File: src/rtl/mem_arb_pkg.sv
// Shared definitions for the unified-memory arbiter: bus directions, FSM state
// encodings and grant codes.
package mem_arb_pkg;

  localparam logic DIRECTION_READ  = 1'b0;
  localparam logic DIRECTION_WRITE = 1'b1;

  typedef enum logic [1:0] {
    ST_IDLE   = 2'd0,
    ST_BUSY_I = 2'd1,
    ST_BUSY_D = 2'd2,
    ST_DONE   = 2'd3
  } arb_state_t;

  typedef enum logic [1:0] {
    GRANT_NONE = 2'd0,
    GRANT_I    = 2'd1,
    GRANT_D    = 2'd2
  } grant_t;

endpackage

File: src/rtl/mem_arb_pick.sv
// Combinational tie-break between the instruction and data requesters.
// MEM_ARB_RR_EN selects round-robin on ties; otherwise data wins every tie.
module mem_arb_pick
  import mem_arb_pkg::*;
(
  input  logic   i_req,
  input  logic   d_req,
`ifdef MEM_ARB_RR_EN
  input  logic   last_d,
`endif
  output grant_t grant
);

  always_comb begin
    grant = GRANT_NONE;
    if (i_req && d_req) begin
`ifdef MEM_ARB_RR_EN
      grant = last_d ? GRANT_I : GRANT_D;
`else
      grant = GRANT_D;
`endif
    end else if (i_req) begin
      grant = GRANT_I;
    end else if (d_req) begin
      grant = GRANT_D;
    end
  end

endmodule

File: src/rtl/mem_arb.sv
// Arbitrates bfcpu instruction fetch and data ports onto one single-port memory.
// Build option MEM_ARB_RR_EN: round-robin tie-break instead of data priority.
//
// state     | meaning
// ----------+-----------------------------------------------------------
// ST_IDLE   | no access in flight; pick a requester and launch m_req
// ST_BUSY_I | instruction fetch outstanding, m_* held until m_ack
// ST_BUSY_D | data access outstanding, m_* held until m_ack
// ST_DONE   | x_ack pulse cycle; no grant so a dropped req is not re-served
module mem_arb
  import mem_arb_pkg::*;
#(
  parameter int              M_AW   = 16,
  parameter logic [M_AW-1:0] I_BASE = M_AW'(16'h0000),
  parameter logic [M_AW-1:0] D_BASE = M_AW'(16'hFF00)
) (
  input  logic            clk,
  input  logic            rst_n,
  input  logic            i_req,
  input  logic [15:0]     i_addr,
  output logic            i_ack,
  output logic [7:0]      i_rdata,
  input  logic            d_req,
  input  logic            d_dir,
  input  logic [7:0]      d_addr,
  input  logic [7:0]      d_wdata,
  output logic            d_ack,
  output logic [7:0]      d_rdata,
  output logic            m_req,
  output logic            m_dir,
  output logic [M_AW-1:0] m_addr,
  output logic [7:0]      m_wdata,
  input  logic            m_ack,
  input  logic [7:0]      m_rdata
);

  arb_state_t      state, state_nxt;
  grant_t          grant;
  logic            m_req_nxt, m_dir_nxt;
  logic [M_AW-1:0] m_addr_nxt;
  logic [7:0]      m_wdata_nxt;
  logic            i_ack_nxt, d_ack_nxt;
  logic [7:0]      i_rdata_nxt, d_rdata_nxt;
  logic [M_AW-1:0] i_maddr, d_maddr;

  // Both spaces wrap silently inside the memory address range.
  assign i_maddr = I_BASE + M_AW'(i_addr);
  assign d_maddr = D_BASE + M_AW'(d_addr);

`ifdef MEM_ARB_RR_EN
  logic last_d;

  // Reset to "data served last" so the instruction port wins the first tie.
  always_ff @(posedge clk) begin
    if (!rst_n) begin
      last_d <= 1'b1;
    end else if (state == ST_IDLE && grant != GRANT_NONE) begin
      last_d <= (grant == GRANT_D);
    end
  end

  mem_arb_pick u_pick (
    .i_req  (i_req),
    .d_req  (d_req),
    .last_d (last_d),
    .grant  (grant)
  );
`else
  mem_arb_pick u_pick (
    .i_req  (i_req),
    .d_req  (d_req),
    .grant  (grant)
  );
`endif

  always_ff @(posedge clk) begin
    if (!rst_n) begin
      state <= ST_IDLE;
    end else begin
      state <= state_nxt;
    end
  end

  always_comb begin
    state_nxt   = state;
    m_req_nxt   = m_req;
    m_dir_nxt   = m_dir;
    m_addr_nxt  = m_addr;
    m_wdata_nxt = m_wdata;
    i_ack_nxt   = 1'b0;
    d_ack_nxt   = 1'b0;
    i_rdata_nxt = i_rdata;
    d_rdata_nxt = d_rdata;
    case (state)
      ST_IDLE: begin
        case (grant)
          GRANT_I: begin
            m_req_nxt   = 1'b1;
            m_dir_nxt   = DIRECTION_READ;
            m_addr_nxt  = i_maddr;
            m_wdata_nxt = 8'h00;
            state_nxt   = ST_BUSY_I;
          end
          GRANT_D: begin
            m_req_nxt   = 1'b1;
            m_dir_nxt   = d_dir;
            m_addr_nxt  = d_maddr;
            m_wdata_nxt = d_wdata;
            state_nxt   = ST_BUSY_D;
          end
          default: ;
        endcase
      end
      ST_BUSY_I: begin
        if (m_ack) begin
          m_req_nxt   = 1'b0;
          i_ack_nxt   = 1'b1;
          i_rdata_nxt = m_rdata;
          state_nxt   = ST_DONE;
        end
      end
      ST_BUSY_D: begin
        if (m_ack) begin
          m_req_nxt = 1'b0;
          d_ack_nxt = 1'b1;
          // A write completion leaves the last read byte visible.
          if (m_dir != DIRECTION_WRITE) begin
            d_rdata_nxt = m_rdata;
          end
          state_nxt = ST_DONE;
        end
      end
      ST_DONE: begin
        state_nxt = ST_IDLE;
      end
      default: begin
        state_nxt = ST_IDLE;
      end
    endcase
  end

  always_ff @(posedge clk) begin
    if (!rst_n) begin
      m_req   <= 1'b0;
      m_dir   <= DIRECTION_READ;
      m_addr  <= '0;
      m_wdata <= 8'h00;
      i_ack   <= 1'b0;
      d_ack   <= 1'b0;
      i_rdata <= 8'h00;
      d_rdata <= 8'h00;
    end else begin
      m_req   <= m_req_nxt;
      m_dir   <= m_dir_nxt;
      m_addr  <= m_addr_nxt;
      m_wdata <= m_wdata_nxt;
      i_ack   <= i_ack_nxt;
      d_ack   <= d_ack_nxt;
      i_rdata <= i_rdata_nxt;
      d_rdata <= d_rdata_nxt;
    end
  end

endmodule

File: config.mk
export PLATFORM = sky130hd
export DESIGN_NAME = mem_arb
export DESIGN_NICKNAME = d
export VERILOG_FILES = /design/src/rtl/mem_arb_pkg.sv /design/src/rtl/mem_arb_pick.sv /design/src/rtl/mem_arb.sv
export SDC_FILE = /design/constraint.sdc
export NUM_CORES = 1
export LEC_CHECK = 0
export CORE_MARGIN = 3
export CORE_UTILIZATION = 31
export CTS_CLUSTER_SIZE = 10
export DETAILED_ROUTE_END_ITERATION = 7
export GPL_ROUTABILITY_DRIVEN = 0
export PLACE_DENSITY = 0.68
export SYNTH_ARGS = -nofsm -noshare
export SYNTH_HDL_FRONTEND = slang
export SYNTH_SLANG_ARGS = --single-unit
File: constraint.sdc
create_clock -name clk -period 2 [get_ports clk]
set_clock_uncertainty 0.1 [all_clocks]
set_input_delay 0.2 -clock clk [delete_from_list [all_inputs] [get_ports clk]]
set_output_delay 0.2 -clock clk [all_outputs]
set_load 0.02 [all_outputs]
=== Word level (Yosys, flattened, before mapping) ===
Index checks and enable logic that the tools add are counted.

* Register bits: 46
* Latch bits: 0
* Word-level logic and storage cells: 45
* Bits in read-only memories: 0
* RAM bits: 0
* Output and inout port bits: 44
* Input port bits: 46
* Memories kept: 0

* $add $sub $neg: 1
* Equality and inequality tests: 8
* Multiplexer cells: 13
* Div/mod/pow operators: 0
* Bitwise operators: 1
* $lt $le $gt $ge: 0
* Reduce and logical (&&, ||, !) cells: 13
* Multipliers: 0
* Shifts and indexed selects: 0

{| class="wikitable"
|+ Operators with widths
! cell !! number
|-
| 16-bit case mux with 2 select lines || 1
|-
| 8-bit case mux with 2 select lines || 1
|-
| 9-bit by 9-bit adder with 10-bit output (first input constant) || 1
|-
| 2-bit AND reduction || 5
|-
| 2-bit two-way mux || 4
|-
| 2-bit equality test (second input constant) || 3
|-
| 2-bit case mux with 3 select lines || 1
|-
| 3-bit AND reduction || 2
|-
| 2-bit by 1-bit equality test with 1-bit output (second input constant) || 2
|-
| 1-bit case mux with 2 select lines || 2
|-
| 2-bit case mux with 2 select lines || 1
|-
| 2-bit nonzero test || 2
|-
| 2-bit OR reduction || 2
|-
| 1-bit two-way mux || 3
|-
| 3-bit by 1-bit inequality test with 1-bit output (second input constant) || 1
|-
| 2-bit logical NOT || 1
|-
| 2-bit by 1-bit inequality test with 1-bit output (second input constant) || 1
|-
| 2-bit inequality test (second input constant) || 1
|-
| 1-bit logical AND || 1
|-
| 1-bit inverter || 1
|}

=== Logic depth before layout (Yosys ltp) ===
* Depth after elaboration: 7
* Gate-level depth with buffers: 6
* Depth with buffers taken out: 5

=== By module ===
Synthesis repeated with hierarchy kept, for this count alone.

* Cell total of the unflattened synthesis: 212
* Area total of the unflattened synthesis: 2137.0 µm²

{| class="wikitable"
|+ Modules (own cells, without submodules)
! module !! area each (µm²) !! instances !! seq. area each (µm²) !! cells each
|-
| mem_arb || 2127.0 || 1 || 920.9 || 210
|-
| mem_arb_pick || 10.0 || 1 || 0.0 || 2
|}

=== Worst setup path after synthesis ===
OpenSTA, ideal clock, no wires.

* Kind: register -> register
* Start: reg state[0]
* End: reg m_req
* Path slack: 0.589 ns
* Period minus slack after synthesis: 1.411 ns
* Stages on the path, launching flop included: 6
* Required time: 1.842 ns
* Arrival time: 1.253 ns
* Buffers on the path: 0
* Path through: dfxtp_1 > inv_1 > ha_1 > or3b_4 > a21oi_1 > o21a_1

* Longest elaborated chain between the ends: 4
* Elaborated cells between the ends (all ways): 9

{| class="wikitable"
|+ Ends and longest elaborated chain
! item !! RTL line !! source
|-
| start, declared || mem_arb.sv:37 || <nowiki>arb_state_t state, state_nxt;</nowiki>
|-
| start signal, assigned || mem_arb.sv:80 || <nowiki>state <= state_nxt;</nowiki>
|-
| 2-bit equality test / 2-bit by 1-bit equality test with 1-bit output (equally long branches) || mem_arb.sv:94 || <nowiki>case (state)</nowiki>
|-
| 2-bit OR reduction (no line) || n/a ||
|-
| 2-bit by 1-bit inequality test with 1-bit output (no line) / 2-bit nonzero test (equally long branches) || n/a ||
|-
| 3-bit AND reduction (no line) || n/a ||
|-
| end signal, assigned || mem_arb.sv:153 || <nowiki>m_req <= m_req_nxt;</nowiki>
|-
| end, declared || mem_arb.sv:29 || <nowiki>output logic m_req,</nowiki>
|}

Parallel ways exist; a longest one is shown, timed or not.
A chain may end at the register's enable or synchronous reset.

=== Worst setup path in the final report ===
* Start: reg state[1]
* End: reg m_addr[0]

* Longest elaborated chain between the ends: 2

{| class="wikitable"
|+ Ends and longest elaborated chain
! item !! RTL line !! source
|-
| 2-bit logical NOT || mem_arb.sv:94 ||
|-
| 2-bit AND reduction (no line) || n/a ||
|-
| end signal, assigned || mem_arb.sv:155 || <nowiki>m_addr <= m_addr_nxt;</nowiki>
|-
| end, declared || mem_arb.sv:31 || <nowiki>output logic [M_AW-1:0] m_addr,</nowiki>
|}

No other way between the ends.

==> flow_summary.html <==
<table>
<tr><th>Metric</th><th>Value</th></tr>
<tr><th colspan="2">Drt</th></tr>
<tr><td>Initial DRC Count</td><td>67</td></tr>
<tr><td>Total via count in the routed design</td><td>~1,700</td></tr>
<tr><td>Detailed Routing Iterations Pass 1</td><td>4</td></tr>
<tr><td>Routed WL</td><td>between 4 and 5 mm</td></tr>
<tr><td>Vias per std cell</td><td>4.732</td></tr>
<tr><td>WL per Instance</td><td>approximately 12 um</td></tr>
<tr><td>Drt drc</td><td>0</td></tr>
<tr><td>Number of nets with antenna violations after routing</td><td>0</td></tr>
<tr><th colspan="2">Die</th></tr>
<tr><td>Core area</td><td>between 5000 and 6000 um^2</td></tr>
<tr><td>Floorplan die width</td><td>82.16 um</td></tr>
<tr><td>Overall die area</td><td>6749 um^2</td></tr>
<tr><td>Number of rows in the core area</td><td>27</td></tr>
<tr><td>Boundary pin count</td><td>90</td></tr>
<tr><td>Starting Density</td><td>about 32%</td></tr>
<tr><td>Floorplan die height</td><td>about 82 um</td></tr>
<tr><th colspan="2">Pwr</th></tr>
<tr><td>Clock network fraction of design power</td><td>18.1%</td></tr>
<tr><td>Power density of the placed cells</td><td>1133 nW/um^2</td></tr>
<tr><td>Worst VDD drop</td><td>0.0006603 V</td></tr>
<tr><td>Switch Pwr</td><td>between 1 and 1.5 mW</td></tr>
<tr><td>Sequential fraction of design power</td><td>37.9%</td></tr>
<tr><td>Cell internal power dissipation</td><td>just over 2 mW</td></tr>
<tr><td>Combinational fraction of design power</td><td>between 40 and 50%</td></tr>
<tr><td>Leakage Power</td><td>~1.1 nW</td></tr>
<tr><td>Sum of internal, switching and leakage power</td><td>roughly 3.2 mW</td></tr>
<tr><td>Switching part of the total power</td><td>35.99%</td></tr>
<tr><th colspan="2">Place</th></tr>
<tr><td>Inst Count DP</td><td>about 350</td></tr>
<tr><td>Setup slack at placement</td><td>237.7 ps</td></tr>
<tr><td>Count of input and output buffers</td><td>approximately 90</td></tr>
<tr><td>HPWL Detailed</td><td>between 3 and 4 mm</td></tr>
<tr><td>Post-placement cell area</td><td>2746 um^2</td></tr>
<tr><th colspan="2">Finish</th></tr>
<tr><td>Final Non-Filler Cells</td><td>355</td></tr>
<tr><td>Fillers</td><td>approximately 550</td></tr>
<tr><td>Area growth from synthesis to layout</td><td>58.04%</td></tr>
<tr><td>Post-layout instance area</td><td>2841 um^2</td></tr>
<tr><td>Post-route core utilization</td><td>50.98%</td></tr>
<tr><td>Commonest non-fill, non-tap cell in the layout</td><td>sky130_fd_sc_hd__clkdlybuf4s50_1</td></tr>
<tr><td>Total inserted antenna cells</td><td>0</td></tr>
<tr><td>Proportion of layout cells with a drive suffix above 1</td><td>~6.4%</td></tr>
<tr><td>Net count reported at finish</td><td>about 330</td></tr>
<tr><td>Commonest non-fill, non-tap cells in the layout</td><td>sky130_fd_sc_hd__clkdlybuf4s50_1, sky130_fd_sc_hd__dfxtp_1, sky130_fd_sc_hd__nor2_1, sky130_fd_sc_hd__nor3_1, sky130_fd_sc_hd__mux2i_1</td></tr>
<tr><th colspan="2">Global route</th></tr>
<tr><td>Global-route usage over all layers</td><td>between 10% and 20%</td></tr>
<tr><td>First-pass GRT wire length</td><td>between 7 and 8 mm</td></tr>
<tr><td>Number of antenna violations at the first check in global routing</td><td>0</td></tr>
<tr><td>Via count of the first global-routing pass</td><td>approximately 1,500</td></tr>
<tr><td>Total overflow reported by the global router</td><td>0</td></tr>
<tr><td>Pin count of the biggest net entering global routing</td><td>25</td></tr>
<tr><th colspan="2">Clocking</th></tr>
<tr><td># Post-CTS Setup Buffers</td><td>0</td></tr>
<tr><td>Number of sinks on the clock net</td><td>46</td></tr>
<tr><td>CTS tree</td><td>built</td></tr>
<tr><td>PostCTS Resize Cnt</td><td>0</td></tr>
<tr><td>Max H-tree Level</td><td>2</td></tr>
<tr><td>Post-CTS clock slew at the launch and capture registers of the worst setup and hold paths</td><td>~80 ps</td></tr>
<tr><td>Insertion delay of the later-clocked pin in the worst-skew pair</td><td>between 200 and 300 ps</td></tr>
<tr><td>Count of hold buffers inserted by post-cts repair</td><td>0</td></tr>
<tr><td>Number of clock buffers inserted by TritonCTS</td><td>5</td></tr>
<tr><td>Clock Root Buffer</td><td>sky130_fd_sc_hd__clkbuf_8</td></tr>
<tr><td>Number of buffers on the longest clock path</td><td>2</td></tr>
<tr><th colspan="2">Worst setup path</th></tr>
<tr><td>Slowest stage delay, CP</td><td>440 ps</td></tr>
<tr><td>Arrival time of data at the critical path endpoint</td><td>approximately 1700 ps</td></tr>
<tr><td>Dominant delay contributor by cell family on the critical path</td><td>compound AO/OA/AOI/OAI gates</td></tr>
<tr><td>Critical Path Sink Type</td><td>flip-flop</td></tr>
<tr><td>CP Launch Point</td><td>state[1]</td></tr>
<tr><td>CP startpoint kind</td><td>flip-flop</td></tr>
<tr><td>Crit-path max FO</td><td>24</td></tr>
<tr><td>WP data required</td><td>2100 ps</td></tr>
<tr><td>Master of the slowest instance on the critical path</td><td>sky130_fd_sc_hd__o21a_2</td></tr>
<tr><td>Buffering stage count on the worst path with inverters included</td><td>1</td></tr>
<tr><td>Series of cell instances along the critical path</td><td>inv_1 -&gt; ha_1 -&gt; o21a_2 -&gt; nor2_1 -&gt; a211oi_1</td></tr>
<tr><td>Launching point of the worst reg2reg path</td><td>state[1]</td></tr>
<tr><td>Kind of critical path</td><td>flip-flop to flip-flop</td></tr>
<tr><th colspan="2">Synth</th></tr>
<tr><td>Unique masters post-synth</td><td>27</td></tr>
<tr><td>Flops &amp; latches, synth</td><td>46</td></tr>
<tr><td>Share of the yosys chip area belonging to registers</td><td>between 50% and 60%</td></tr>
<tr><td>Net count of the mapped netlist</td><td>~240</td></tr>
<tr><td>Mean area per synthesized cell</td><td>between 9 and 10 um^2</td></tr>
<tr><td>Mapped cell area</td><td>1798 um^2</td></tr>
<tr><td>Synthesis Warnings</td><td>0</td></tr>
<tr><td>Gate count of the mapped netlist</td><td>a little under 200</td></tr>
<tr><th colspan="2">STA</th></tr>
<tr><td>Post-route setup TNS</td><td>0 ps</td></tr>
<tr><td>Max Freq</td><td>between 600 and 700 MHz</td></tr>
<tr><td>Fin. Hold Viols</td><td>0</td></tr>
<tr><td>Worst-case headroom to the max-slew limit</td><td>63.40%</td></tr>
<tr><td>Measured slew at the worst slew-check pin</td><td>between 500 and 600 ps</td></tr>
<tr><td>Final WS setup</td><td>398.2 ps</td></tr>
<tr><td>Final Critical Period</td><td>roughly 1600 ps</td></tr>
<tr><td>Final setup violating endpoints</td><td>0</td></tr>
<tr><td>Fin crit share</td><td>between 80% and 90%</td></tr>
<tr><td>Worst hold slack</td><td>357.1 ps</td></tr>
<tr><td>Final number of max-transition violations</td><td>0</td></tr>
<tr><td>RSZ-0062 raised after global routing</td><td>false</td></tr>
<tr><th colspan="2">Min path</th></tr>
<tr><td>Path category of the worst min-delay check</td><td>flip-flop to flip-flop</td></tr>
<tr><td>Critical hold path startpoint</td><td>i_rdata[5]</td></tr>
<tr><th colspan="2">Flow run</th></tr>
<tr><td>Number of maximum-capacitance constraint violations</td><td>0</td></tr>
<tr><th colspan="2">Outcome</th></tr>
<tr><td>Outcome</td><td>complete, no violations</td></tr>
</table>
## kinds of logic after synthesis
| group | share of synthesized area [%] |
|---|---|
| buf+inv | 5.358 |
| fa+ha+maj | 2.784 |
| compound gates | 13.64 |
| simple gates | 18.09 |
| mux | 8.907 |
| flops | 51.22 |
## worst min-delay path, stage by stage (launching register included)
cell and delay [ps]:
sky130_fd_sc_hd__dfxtp_1 310, sky130_fd_sc_hd__nand2_1 50, sky130_fd_sc_hd__a21oi_1 50
## path summary, 6_finish.rpt
check	depth (start not counted)	end	slack [ps]
worst min-delay path	2	i_rdata[5]	360
worst min register to register	2	i_rdata[5]	360
worst max-delay path	5	m_addr[0]	400
worst max register to register	5	m_addr[0]	400
## cell type report
cell class,instances,area [um^2],share of cell area (%)
multi-input cells,129,780.7,27.48
clock buffers,6,82.58,2.906
well taps,72,90.09,3.170
repair buffers,95,935.9,32.94
flip-flops and latches,46,920.9,32.41
inverters,5,18.77,0.6605
clock inverters,2,12.51,0.4403
## synthesized netlist by cell type (all sizes together)
master	n	area (um^2)
and2	1	6.260
ha	4	50.05
or3b	1	11.26
nor2b	1	6.260
inv	4	15.01
o21ai	1	8.760
a211oi	8	65.06
nor2	34	127.6
and3	1	6.260
dfxtp	46	920.9
nand2	9	33.78
clkinv	1	3.750
buf	7	55.05
o21a	2	16.27
mux2i	16	160.2
nand2b	1	6.260
a21oi	14	70.07
nand3b	1	7.510
a311oi	2	17.52
clkbuf	6	22.52
a22oi	9	67.56
nor3	16	80.08
nand3	8	40.04
## power by group through the flow
| stage | registers [mW] | clock network, mW | logic [mW] |
|---|---|---|---|
| after floorplan | 1.45 | 0 | 0.653 |
| after global placement | 1.24 | 0 | 1.41 |
| after detailed placement | 1.24 | 0 | 1.44 |
| after CTS | 1.22 | 0.610 | 1.44 |
| after global routing | 1.24 | 0.649 | 1.56 |
| final | 1.22 | 0.582 | 1.42 |
## layer usage
| metal | wire [um] | vias up | track usage, % |
|---|---|---|---|
| met5 | 0 | - | 0 |
| met1 | 1911 | 781 | 16.48 |
| met2 | 2126 | 49 | 22.62 |
| met4 | 42 | 0 | 3.654 |
| met3 | 306 | 5 | 5.098 |
| li1 | - | 845 | - |
## state kept, by name (all words and copies together), names as in the netlist
signal,count
i_rdata,8
d_rdata,8
m_addr,16
state,2
m_wdata,8
m_dir,1
m_req,1
d_ack,1
i_ack,1
Power figures use the tool's default switching activity.
